==> config.mk <==
export PLATFORM = sky130hd
export DESIGN_NAME = qed_dup_scheduler
export DESIGN_NICKNAME = d
export VERILOG_FILES = /design/src/rtl/qed_pkg.sv /design/src/rtl/qed_fifo.sv /design/src/rtl/qed_dup_scheduler.sv
export SDC_FILE = /design/constraint.sdc
export NUM_CORES = 1
export LEC_CHECK = 0
export ABC_AREA = 1
export CAP_MARGIN = 25
export CORE_AREA = 8 8 237 182
export CTS_CLUSTER_SIZE = 40
export DETAILED_ROUTE_END_ITERATION = 16
export DIE_AREA = 0 0 245 190
export DONT_BUFFER_PORTS = 1
export PLACE_DENSITY = 0.91
export SLEW_MARGIN = 20
export SYNTH_ARGS = -nofsm -noshare
export SYNTH_HDL_FRONTEND = slang
export SYNTH_SLANG_ARGS = --single-unit
==> constraint.sdc <==
create_clock -name clk -period 5.8 [get_ports clk]
set_clock_uncertainty 0.2 [all_clocks]
set_input_delay 0.58 -clock clk [delete_from_list [all_inputs] [get_ports clk]]
set_output_delay 0.58 -clock clk [all_outputs]
set_load 0.005 [all_outputs]
==> src/rtl/qed_pkg.sv <==
// Shared constants, state type and duplicate-remap function for
// the QED duplicate scheduler: opcodes, NOP word, remap bit positions.
package qed_pkg;

    localparam logic [6:0] OP_R   = 7'b0110011;
    localparam logic [6:0] OP_I   = 7'b0010011;
    localparam logic [6:0] OP_LW  = 7'b0000011;
    localparam logic [6:0] OP_SW  = 7'b0100011;
    localparam logic [6:0] OP_NOP = 7'b1111111;

    localparam logic [31:0] NOP_INSTR = 32'h0000007F;

    // Bit 4 of each register field, and the +64 offset bit.
    localparam int RD_B4  = 11;
    localparam int RS1_B4 = 19;
    localparam int RS2_B4 = 24;
    localparam int OFF_64 = 26;

    typedef enum logic {
        ORIG = 1'b0,
        DUP  = 1'b1
    } qed_state_e;

    function automatic logic is_nop(input logic [31:0] ins);
        return ins[6:0] == OP_NOP;
    endfunction

    // Duplicates use the upper register half and a shifted
    // memory window so they never alias the originals.
    function automatic logic [31:0] qed_remap(
        input logic [31:0] ins
    );
        logic [31:0] r;
        r = ins;
        case (ins[6:0])
            OP_R: begin
                r[RD_B4]  = 1'b1;
                r[RS1_B4] = 1'b1;
                r[RS2_B4] = 1'b1;
            end
            OP_I: begin
                r[RD_B4]  = 1'b1;
                r[RS1_B4] = 1'b1;
            end
            OP_LW: begin
                r[RD_B4]  = 1'b1;
                r[OFF_64] = 1'b1;
            end
            OP_SW: begin
                r[RS2_B4] = 1'b1;
                r[OFF_64] = 1'b1;
            end
            default: ;
        endcase
        return r;
    endfunction

endpackage

==> src/rtl/qed_fifo.sv <==
// Synchronous FIFO of original instructions awaiting duplication.
// Ports: clk, rst_n, push/wdata, pop/rdata, full, empty, count.
module qed_fifo
    import qed_pkg::*;
#(
    parameter int DEPTH = 16
) (
    input  logic                       clk,
    input  logic                       rst_n,
    input  logic                       push,
    input  logic [31:0]                wdata,
    input  logic                       pop,
    output logic [31:0]                rdata,
    output logic                       full,
    output logic                       empty,
    output logic [$clog2(DEPTH):0]     count
);

    localparam int AW = $clog2(DEPTH);

    logic [31:0] mem [DEPTH];
    logic [AW:0] wr_ptr;
    logic [AW:0] rd_ptr;
    logic        do_push;
    logic        do_pop;

    assign count   = wr_ptr - rd_ptr;
    assign full    = count == (AW + 1)'(DEPTH);
    assign empty   = count == '0;
    assign rdata   = mem[rd_ptr[AW-1:0]];
    assign do_push = push && !full;
    assign do_pop  = pop && !empty;

    always_ff @(posedge clk) begin
        if (!rst_n) begin
            wr_ptr <= '0;
            rd_ptr <= '0;
        end else begin
            if (do_push) wr_ptr <= wr_ptr + 1'b1;
            if (do_pop)  rd_ptr <= rd_ptr + 1'b1;
        end
    end

    always_ff @(posedge clk) begin
        if (do_push) mem[wr_ptr[AW-1:0]] <= wdata;
    end

endmodule

==> src/rtl/qed_dup_scheduler.sv <==
// QED scheduler: issues originals, then their remapped duplicates.
// Ports: clk, rst_n, ena, exec_dup, ifu_qed_instruction in;
// qed_instruction, qed_vld_out, qed_dup_mode, qed_ready out.
module qed_dup_scheduler
    import qed_pkg::*;
#(
    parameter int DEPTH = 16,
    parameter int CNT_W = 16
) (
    input  logic        clk,
    input  logic        rst_n,
    input  logic        ena,
    input  logic        exec_dup,
    input  logic [31:0] ifu_qed_instruction,
    output logic [31:0] qed_instruction,
    output logic        qed_vld_out,
    output logic        qed_dup_mode,
    output logic        qed_ready
);

    localparam int CW = $clog2(DEPTH) + 1;
    localparam logic [CNT_W-1:0] CNT_ONE = CNT_W'(1);

    qed_state_e       state_q, state_d;
    logic [CNT_W-1:0] orig_cnt, orig_d;
    logic [CNT_W-1:0] dup_cnt, dup_d;
    logic [31:0]      instr_q, instr_d;
    logic             vld_q, vld_d;
    logic             ready_q, ready_d;

    logic             push, pop;
    logic             full, empty;
    logic [CW-1:0]    count;
    logic [31:0]      head;

    qed_fifo #(
        .DEPTH(DEPTH)
    ) u_fifo (
        .clk  (clk),
        .rst_n(rst_n),
        .push (push),
        .wdata(ifu_qed_instruction),
        .pop  (pop),
        .rdata(head),
        .full (full),
        .empty(empty),
        .count(count)
    );

    always_ff @(posedge clk) begin
        if (!rst_n) begin
            state_q  <= ORIG;
            orig_cnt <= '0;
            dup_cnt  <= '0;
            instr_q  <= NOP_INSTR;
            vld_q    <= 1'b0;
            ready_q  <= 1'b0;
        end else if (ena) begin
            state_q  <= state_d;
            orig_cnt <= orig_d;
            dup_cnt  <= dup_d;
            instr_q  <= instr_d;
            vld_q    <= vld_d;
            ready_q  <= ready_d;
        end
    end

    always_comb begin
        state_d = state_q;
        orig_d  = orig_cnt;
        dup_d   = dup_cnt;
        instr_d = instr_q;
        vld_d   = vld_q;
        push    = 1'b0;
        pop     = 1'b0;
        if (ena) begin
            unique case (state_q)
                ORIG: begin
                    if (full) begin
                        // No room: drop input, drain the queue.
                        instr_d = NOP_INSTR;
                        vld_d   = 1'b0;
                        state_d = DUP;
                    end else begin
                        if (is_nop(ifu_qed_instruction)) begin
                            instr_d = NOP_INSTR;
                            vld_d   = 1'b0;
                        end else begin
                            push    = 1'b1;
                            instr_d = ifu_qed_instruction;
                            vld_d   = 1'b1;
                            orig_d  = orig_cnt + CNT_ONE;
                        end
                        // Occupancy before this cycle's push decides.
                        if (exec_dup && !empty) state_d = DUP;
                    end
                end
                DUP: begin
                    if (empty) begin
                        instr_d = NOP_INSTR;
                        vld_d   = 1'b0;
                        state_d = ORIG;
                    end else begin
                        pop     = 1'b1;
                        instr_d = qed_remap(head);
                        vld_d   = 1'b1;
                        dup_d   = dup_cnt + CNT_ONE;
                        if (count == CW'(1)) state_d = ORIG;
                    end
                end
                default: ;
            endcase
        end
    end

    // Sampled from current state, so it rises one cycle
    // after the final duplicate returns the FSM to ORIG.
    always_comb begin
        ready_d = (state_q == ORIG) && empty &&
                  (orig_cnt == dup_cnt) && (orig_cnt != '0);
    end

    assign qed_instruction = instr_q;
    assign qed_vld_out     = vld_q;
    assign qed_dup_mode    = (state_q == DUP);
    assign qed_ready       = ready_q;

endmodule
==> results.ini <==
[synth]
async_reset_ff_share_pct=0
ys_seq_elements=593
synth_edf_count=512
syn_area_per_cell_um2=11.7
seq_area_frac_synth_pct=69.3
synth_top_area_cell=edfxtp_1
synthTopCellsByArea=edfxtp_1 63%, nand2_1 7.5%, dfxtp_1 6.6%, a21oi_1 4.3%, nand3_1 2.2%
synth_nets=2153
ys.flop_type=edfxtp_1
syn-instance-count=2104
syn-cell-area_mm2=0.0245
post_synth_num_cell_types=45
synth_top_area_share_pct=62.7
yosysWarnings=0

[grt]
grt_use_met3_pct=6.92
grt_pass1_wl_um=99100
grt_pass1_vias=17200
use_met2_pct=42.5
grt-busiest-layer=met2
grt_overflow=0
grt.total_usage_pct=27.4
grt_max_degree=144
met1_usage_pct=36.8
antenna_found_initial=4

[layout]
area_delta_synth_final_pct=11.0
layout_commonest_cell=edfxtp_1
n_antenna_cell=0
nets=2150
final_cell_mix=512 x edfxtp_1, 493 x nand2_1, 212 x a21oi_1, 109 x nor2_1, 108 x nand3_1
drive_gt1_share_pct=6.76

[place]
place_ws_ns=1.65
finalWeightedCongestion=0.849
portBuffers=0
place_hpwl_um=36100

[power_and_ir_drop]
power_density_mw_per_mm2=389
ir_drop_mv=0.315
cellLeakagePower_nw=9.37

[die]
row_count=63
dieHeight_um=190
fp.dieArea_mm2=0.0466
die_x_um=245
ioPinCount=71
core_mm2=0.0392
start_util_pct=62.6

[min_path]
hold_end=qed_instruction[5]
worstHoldPathType=in2reg
min_from=ifu_qed_instruction[5]
hold_depth=2

[clocking]
post_cts_resized=0
clk_pin_slew_ns=0.06
cts_root_buf=clkbuf_16
cts_tree=yes
postCtsHoldBufs=35
clockBufferDepth=3
h-tree-depth=2
cts_setup_buffers=0
clock_latency_ns=0.61
cts-buffers-inserted=53
cts.sinks=593

[critical_path]
r2r-end=u_fifo.mem[10][10]
cp-end-kind=flip-flop
critPathArrivalTime_ns=4.15
rr_worst_depth=12
critPathMaxFanout=19
cp-startpoint=u_fifo.wr_ptr[0]
path_class=reg2reg
ff2ff_setup_slack_ns=1.74
crit_required_ns=5.88
start_kind=flip-flop
timing.rr.start=u_fifo.wr_ptr[0]

[flow_run]
maxCapViolCount=0

[run_status]
status=complete, no violations

[sta]
period_share_pct=70.1
fin_ws_ns=1.74
fmax_ghz=0.246
tightest_slew_ns=1.07
rsz0062_at_grt=false
finalCriticalPeriod_ns=4.06
maxSlewViolCount=0
final-setup-viol-count=0
slew_headroom_pct=28.5
fin_setup_tns_ns=0
hold_viol=0

[drt]
avgViaCountPerCell=6.60
finalWirelength_um=66100
drtAntennaViolNets=0
num_vias=17600
drtIter0Drc=2749
drc_errors=0
dr.pass1.iters=6
wl_per_cell_um=24.8

registers in the layout, summed over array words and instances (netlist names), 5 cells and up, named ones only:
signal / cells
qed_instruction: 32
dup_cnt: 16
u_fifo.mem: 512
orig_cnt: 16
u_fifo.wr_ptr: 5
u_fifo.rd_ptr: 5
routing by layer:
metal / part of all wire (%) / wire length (um)
met1: 36 / 23800
met2: 46 / 30200
met3: 14 / 9310
met4: 4.2 / 2770
met5: 0.041 / 27
area by class of cell:
class                      instances  area [um2]
fill                            2491       11900
clock inverter                    26         250
inverter                         105         402
multi-input combinational       1280        6500
sequential                       593       17000
tap                              520         651
clock buffer                      74        1500
timing repair buffer              68         928
through the flow:
step / hold WS (ns) / total power [mW] / cell area (um2) / instances / util, %
final: 0.0175 / 10.6 / 27200 / 2666 / 69.5
after global routing: 0.0366 / 10.9 / 27200 / 2666 / 69.5
after CTS: 0.00123 / 10.5 / 27000 / 2656 / 68.9
after detailed placement: 0.269 / 6.89 / 24900 / 2521 / 63.5
after global placement: 0.252 / 6.79 / 24700 / 2513 / 63.0
after floorplan: 0.243 / 6.43 / 24500 / 2104 / -
worst max path at each step:
| stage | to | slack, ns |
|---|---|---|
| after global placement | u_fifo.mem[2][15] | 1.82 |
| final | u_fifo.mem[10][10] | 1.74 |
| after CTS | u_fifo.mem[3][20] | 1.64 |
| after detailed placement | u_fifo.mem[3][15] | 1.65 |
| after floorplan | u_fifo.mem[0][0] | 1.83 |
| after global routing | u_fifo.mem[14][13] | 1.55 |
worst max-delay path, stage by stage, from the launching register on:
cell	delay, ns
dfxtp_1	0.39
inv_1	0.12
ha_1	0.22
fa_1	0.43
o21ai_1	0.19
xnor2_1	0.16
inv_1	0.09
nand2_1	0.11
nand2_2	0.25
inv_2	0.32
nand2_1	0.34
nor2_4	0.63
buf_16	0.28
kinds of logic after synthesis:
group	Yosys count	share of synthesized area, %
compound gates	464	11.5
xor+xnor	23	0.821
fa+ha+maj	13	0.694
buf+inv	231	4.72
flops	593	69.3
simple gates	780	12.9
synth_stat cells, types with 3 or more instances:
master	instances
nand4_1	10
nand2_1	493
clkbuf_1	36
o311ai_1	5
o311ai_0	8
ha_1	12
buf_6	16
a21oi_1	212
a21oi_2	4
nor3_1	29
nor4_1	4
a22o_1	4
o21ai_0	86
clkinv_1	5
edfxtp_1	512
a32o_1	25
a22oi_1	21
xnor2_1	15
o21ai_1	11
buf_4	30
inv_1	96
a221o_1	20
buf_2	42
nand3_1	108
nor3b_1	3
xor2_1	8
o22ai_1	15
nor2_1	125
o211ai_1	47
dfxtp_1	81
power breakdown:
part	internal (mW)	switching (mW)
sequential	4.86	0.156
clock	2.03	1.56
combinational	0.579	1.41
(Power assumes the default switching activity.)
